<file path="src/rtl/rca_serial_ctrl_pkg.sv">
// rca_serial_ctrl_pkg
//   Types and constants shared by the nibble-serial add/subtract sequencer
//   and its ripple-carry slice.
//   - SLICE_W     : width of the shared adder slice (one nibble).
//   - state_t     : sequencer states IDLE / RUN / DONE.
//   - slice_count : number of slice passes needed for a given operand width.
package rca_serial_ctrl_pkg;

  localparam int SLICE_W = 4;

  typedef enum logic [1:0] {
    IDLE = 2'd0,
    RUN  = 2'd1,
    DONE = 2'd2
  } state_t;

  function automatic int slice_count(input int width);
    return width / SLICE_W;
  endfunction

endpackage

</file>
<file path="src/rtl/full_adder.sv">
// full_adder
//   Single-bit full adder cell.
//   Ports: a, b, cin (inputs); s (sum), cout (carry out).
module full_adder (
  input  logic a,
  input  logic b,
  input  logic cin,
  output logic s,
  output logic cout
);

  assign s    = a ^ b ^ cin;
  assign cout = (a & b) | (cin & (a ^ b));

endmodule

</file>
<file path="src/rtl/rca_slice4.sv">
// rca_slice4
//   Purely combinational 4-bit ripple-carry adder built from four
//   full_adder cells.
//   Ports: a[3:0], b[3:0], cin (inputs); s[3:0] (sum), cout (carry out).
module rca_slice4
  import rca_serial_ctrl_pkg::*;
(
  input  logic [SLICE_W-1:0] a,
  input  logic [SLICE_W-1:0] b,
  input  logic               cin,
  output logic [SLICE_W-1:0] s,
  output logic               cout
);

  logic [SLICE_W:0] c;

  assign c[0] = cin;

  for (genvar i = 0; i < SLICE_W; i++) begin : g_bit
    full_adder u_fa (
      .a   (a[i]),
      .b   (b[i]),
      .cin (c[i]),
      .s   (s[i]),
      .cout(c[i+1])
    );
  end

  assign cout = c[SLICE_W];

endmodule

</file>
<file path="src/rtl/rca_serial_ctrl.sv">
// rca_serial_ctrl
//   WIDTH-bit add/subtract performed one nibble per clock through a single
//   shared 4-bit ripple-carry slice, LSB nibble first.
//   Ports:
//     clk, rst_n   : rising-edge clock, asynchronous active-low reset.
//     start        : request an operation (accepted in IDLE or DONE).
//     sub          : 0 = A+B, 1 = A-B; sampled with start.
//     A, B         : operands, sampled with start.
//     busy         : high while nibbles are being processed.
//     done         : one-cycle pulse when Q/ovf are updated.
//     Q            : {carry_out, sum}, held until the next result.
//     ovf          : signed overflow of the last operation.
module rca_serial_ctrl
  import rca_serial_ctrl_pkg::*;
#(
  parameter int WIDTH = 16
) (
  input  logic             clk,
  input  logic             rst_n,
  input  logic             start,
  input  logic             sub,
  input  logic [WIDTH-1:0] A,
  input  logic [WIDTH-1:0] B,
  output logic             busy,
  output logic             done,
  output logic [WIDTH:0]   Q,
  output logic             ovf
);

  localparam int NSLICE = slice_count(WIDTH);
  localparam int IDX_W  = (NSLICE > 1) ? $clog2(NSLICE) : 1;
  localparam logic [IDX_W-1:0] LAST_IDX = IDX_W'(NSLICE - 1);

  if (WIDTH < SLICE_W || (WIDTH % SLICE_W) != 0) begin : g_bad_width
    $error("rca_serial_ctrl: WIDTH must be a multiple of 4 and at least 4");
  end

  state_t           state;
  logic [IDX_W-1:0] idx;
  logic             carry_r;
  logic [WIDTH-1:0] a_r;
  logic [WIDTH-1:0] b_r;   // already inverted for subtraction
  logic [WIDTH-1:0] acc;
  logic [WIDTH-1:0] acc_next;

  logic [SLICE_W-1:0] s_a;
  logic [SLICE_W-1:0] s_b;
  logic [SLICE_W-1:0] s_sum;
  logic               s_cout;

  rca_slice4 u_slice (
    .a   (s_a),
    .b   (s_b),
    .cin (carry_r),
    .s   (s_sum),
    .cout(s_cout)
  );

  // Route the current nibble into the slice and splice its sum back into
  // the accumulator, so the final edge can publish the complete result.
  always_comb begin
    // NOTE: every combinational output gets a default first, so no path
    // leaves it unassigned and no latch is inferred.
    s_a      = a_r[idx*SLICE_W +: SLICE_W];
    s_b      = b_r[idx*SLICE_W +: SLICE_W];
    acc_next = acc;
    acc_next[idx*SLICE_W +: SLICE_W] = s_sum;
  end

  assign busy = (state == RUN);
  assign done = (state == DONE);

  // NOTE: state registers use non-blocking assignments so every register
  // samples pre-edge values regardless of statement order.
  always_ff @(posedge clk or negedge rst_n) begin
    if (!rst_n) begin
      state   <= IDLE;
      idx     <= '0;
      carry_r <= 1'b0;
      a_r     <= '0;
      b_r     <= '0;
      acc     <= '0;
      Q       <= '0;
      ovf     <= 1'b0;
    end else begin
      case (state)
        IDLE, DONE: begin
          if (start) begin
            a_r     <= A;
            b_r     <= sub ? ~B : B;
            carry_r <= sub;   // +1 completes the two's complement of B
            idx     <= '0;
            state   <= RUN;
          end else begin
            state   <= IDLE;
          end
        end
        RUN: begin
          acc     <= acc_next;
          carry_r <= s_cout;
          idx     <= idx + 1'b1;
          if (idx == LAST_IDX) begin
            Q     <= {s_cout, acc_next};
            ovf   <= (a_r[WIDTH-1] == b_r[WIDTH-1]) &&
                     (acc_next[WIDTH-1] != a_r[WIDTH-1]);
            state <= DONE;
          end
        end
        default: state <= IDLE;
      endcase
    end
  end

endmodule

</file>
<file path="config.mk">
export PLATFORM = sky130hd
export DESIGN_NAME = rca_serial_ctrl
export DESIGN_NICKNAME = d
export VERILOG_FILES = /design/src/rtl/rca_serial_ctrl_pkg.sv /design/src/rtl/full_adder.sv /design/src/rtl/rca_slice4.sv /design/src/rtl/rca_serial_ctrl.sv
export SDC_FILE = /design/constraint.sdc
export NUM_CORES = 1
export LEC_CHECK = 0
export BUFFER_PORTS_ARGS = -buffer_cell sky130_fd_sc_hd__buf_2
export CORE_MARGIN = 4
export CORE_UTILIZATION = 58
export CTS_BUF_LIST = sky130_fd_sc_hd__clkbuf_4
export DETAILED_ROUTE_END_ITERATION = 10
export HOLD_SLACK_MARGIN = 0.1
export PLACE_DENSITY_LB_ADDON = 0.12
export SYNTH_ARGS = -nofsm -noshare
export SYNTH_HDL_FRONTEND = slang
export SYNTH_SLANG_ARGS = --single-unit
export TNS_END_PERCENT = 50
</file>
<file path="constraint.sdc">
create_clock -name clk -period 4 [get_ports clk]
set_clock_uncertainty 0.2 [all_clocks]
set_input_delay 0.8 -clock clk [delete_from_list [all_inputs] [get_ports clk]]
set_output_delay 0.8 -clock clk [all_outputs]
set_load 0.03 [all_outputs]
</file>
==> metrics.yaml <==
status:
  result_of_the_run: "finished clean"
die:
  die_height_um: 84.6
  die-area_um2: 7160
  chipWidth_um: 84.6
  effective_utilization_at_floorplan_pct: 60.8
  core_area_um2: 5610
  design.portCount: 56
  rows: 27
timing:
  max_slew_margin_pct: 37.4
  achievable-frequency_mhz: 292
  rsz0062_at_grt: "no"
  min_period_ps: 3420
  final-hold-violation-count: 0
  pins_over_slew_limit: 0
  worstMarginPinSlew_ps: 939
  setup-violations-final: 0
  fin_tns_setup_ps: 0
  final_min_period_over_clock_period_pct: 85.5
  finalWorstSetupSlack_ps: 579
drt:
  detail_route.first_pass.iterations: 4
  ratio_of_routed_vias_to_standard_cells: 5.46
  detail_route.iter0.violations: 126
  route.detailed.wl_per_inst_um: 15.7
  route.final.wire_length_um: 6700
  drc_errors: 0
  detailroute.via_count: 2331
  final_antenna_net_count: 0
setup_path:
  timing.critical_path.arrival_ps: 3580
  number_of_cell_instances_on_the_worst_register_to_register_path: 11
  end_kind: "flip-flop"
  type_of_origin_of_the_critical_path: "flip-flop"
  crit_type: "flip-flop to flip-flop"
  critPathLaunch: "idx[0]$_DFFE_PN0P_"
  r2r_start: "idx[0]$_DFFE_PN0P_"
  critical_path_peak_fanout: 9
  worst-endpoint-required_ps: 4160
placed_design:
  place.gp.congestion: 0.792
  hpwlAfterDp_um: 4820
  place.port_buffers: 55
  pre_cts_ws_ps: 569
  place.detailed.instances: 411
  dpl-instance-area_um2: 3700
synth:
  synth_mux_area_share_pct: 11.5
  netlist_top_cells_area: "sky130_fd_sc_hd__dfrtp_1 (52%), sky130_fd_sc_hd__mux2_2 (5.6%), sky130_fd_sc_hd__o21ai_0 (5.3%)"
  synth_compound_gate_area_share_pct: 12.1
  synth.yosys.warnings: 0
  yosysTopAreaCell: "sky130_fd_sc_hd__dfrtp_1"
  synth_seq_cells: 71
  synthTopCellsByCount: "sky130_fd_sc_hd__dfrtp_1 (71), sky130_fd_sc_hd__nand2_1 (41), sky130_fd_sc_hd__o21ai_0 (36)"
  synth_adder_area_share_pct: 4.55
  avgSynthCellArea_um2: 11.4
  yosysSeqAreaShare_pct: 52.1
  synth.net_count: 346
  combinational_family_with_the_most_area_after_synthesis: "compound AO/OA/AOI/OAI gates"
  synth.top_cell.area_share_pct: 52.1
  synthSimpleGateAreaFrac_pct: 10.9
  most_instantiated_library_cell_after_synthesis: "sky130_fd_sc_hd__dfrtp_1"
  synth_xor_xnor_area_share_pct: 4.11
  syn_inst: 300
  mappedNetlistArea_um2: 3410
  synth_enable_flop_cells: 0
  most_frequently_used_flop_master_after_synthesis: "sky130_fd_sc_hd__dfrtp_1"
  yosys.cell_types.count: 29
  synth_async_sr_flop_share_pct: 100
grt:
  track_usage_pct: 20.4
  grt_max_degree: 53
  antenna_violations_before_repair: 0
  first_global_vias: 2274
  grt_remaining_overflow: 0
  grt_first_pass_wirelength_um: 11400
power_and_ir_drop:
  pwr_density_cell_nw_per_um2: 867
  switching_share_pct: 45.5
  vdd_drop_max_v: 0.000500
  sequentialPowerShare_pct: 36.5
  power_switching_mw: 1.50
  leakage_nw: 1.82
  power.share.clock_pct: 11.5
  internal_power_mw: 1.80
  power_frac_comb_pct: 52.0
cells_and_area:
  finish.cell_count_without_fillers: 427
  fin_area_um2: 3810
  area_growth_pct: 11.9
  drive_gt1_share_pct: 29.3
  final_net_count: 396
  antenna_cells_inserted: 0
clock_tree:
  post_cts_buffers: 0
  cts_hold_buffers: 0
  cts_max_path_buffers: 2
  clkTransAtPathRegs_ps: 130
  clkLatencyLatePin_ps: 430
  htree_levels: 3
  cts_buffers: 9
  tritoncts_clock_tree: "yes"
  clock_sink_count: 71
  cts_repair_resize_count: 0
  cts_root_buffer: "sky130_fd_sc_hd__clkbuf_4"
job:
  drv_cap: 0
worst_hold_path:
  type_of_the_tightest_min_delay_check: "input port to async pin"
## cell usage in the layout, fill, tap and decap left out, types with 2 or more instances in the layout
cell and count:
sky130_fd_sc_hd__nand3_1 3, sky130_fd_sc_hd__mux2_2 17, sky130_fd_sc_hd__nor2_1 3, sky130_fd_sc_hd__inv_1 14, sky130_fd_sc_hd__nand2_1 41, sky130_fd_sc_hd__a22o_1 7, sky130_fd_sc_hd__a21oi_1 16, sky130_fd_sc_hd__buf_4 5
sky130_fd_sc_hd__o21ai_0 36, sky130_fd_sc_hd__mux4_2 8, sky130_fd_sc_hd__clkinv_2 3, sky130_fd_sc_hd__buf_2 55, sky130_fd_sc_hd__ha_1 6, sky130_fd_sc_hd__xnor2_1 16, sky130_fd_sc_hd__and4bb_2 2, sky130_fd_sc_hd__a32o_1 7
sky130_fd_sc_hd__nor2b_1 17, sky130_fd_sc_hd__fa_1 4, sky130_fd_sc_hd__mux2i_1 2, sky130_fd_sc_hd__clkbuf_4 9, sky130_fd_sc_hd__clkinv_1 2, sky130_fd_sc_hd__clkinv_4 2, sky130_fd_sc_hd__dfrtp_1 71
## critical path, cell delays in order (launching register included)
cell                       delay, ps
sky130_fd_sc_hd__dfrtp_1         580
sky130_fd_sc_hd__mux4_2          550
sky130_fd_sc_hd__inv_1           100
sky130_fd_sc_hd__fa_1            170
sky130_fd_sc_hd__inv_1            50
sky130_fd_sc_hd__fa_1            350
sky130_fd_sc_hd__inv_1            80
sky130_fd_sc_hd__fa_1            160
sky130_fd_sc_hd__inv_1            50
sky130_fd_sc_hd__fa_1            600
sky130_fd_sc_hd__a2111o_1        420
sky130_fd_sc_hd__nand3_1          70
## metal layers
layer / vias to the layer above / GRT usage, % / wire (um)
met3: 12 / 5.59 / 329
met5: - / 0 / 0
met1: 1125 / 26.8 / 2990
met2: 61 / 32.5 / 3250
met4: 0 / 7.77 / 130
li1: 1133 / - / -
## final cells by class
class                           count  area, um^2
Clock buffer                        9        67.6
Clock inverter                      7        40.0
Fill cell                         466        1800
Inverter                           14        52.6
Multi-Input combinational cell    194        1470
Sequential cell                    71        1780
Tap cell                           72        90.1
Timing Repair Buffer               60         313
## power by group through the flow
stage | Combinational, mW | Clock [mW] | Sequential, mW
2_1_floorplan | 1.18 | 0 | 1.27
3_3_place_gp | 1.70 | 0 | 1.21
3_5_place_dp | 1.73 | 0 | 1.23
4_1_cts | 1.73 | 0.390 | 1.21
5_1_grt | 1.91 | 0.427 | 1.25
6_report | 1.72 | 0.380 | 1.21
## registers in the layout (all words and copies together), names as in the netlist
name,count
Q,17
a_r,16
acc,16
b_r,16
carry_r,1
idx,2
ovf,1
state,2
## cells by family (layout without fill, tap and decap cells)
kind of cell | count (synthesis) | after routing
xor gates and xnor gates | 16 | 16
buffers and inverters | 35 | 90
DFF | 71 | 71
muxes | 27 | 27
and+or+nand+nor | 73 | 73
adders and majority gates | 10 | 10
AOI/OAI and AO/OA | 68 | 68
## final timing paths
kind,endpoint,slack [ps]
min in group clk,Q[14]$_DFFE_PN0P_,280
min,Q[4]$_DFFE_PN0P_,180
max,ovf$_DFFE_PN0P_,580
max in group asynchronous,state[1]$_DFFE_PN0P_,2640
min reg2reg,Q[14]$_DFFE_PN0P_,280
max reg2reg,ovf$_DFFE_PN0P_,580
## stage by stage
stage	utilization (%)	power (mW)	hold slack, ps
finish	68.0	3.31	185
global route	68.0	3.59	222
CTS	68.0	3.34	204
detailed placement	66.1	2.96	265
global placement	66.1	2.91	255
floorplan	-	2.45	245
No activity file was read; power rests on OpenSTA's default activity.
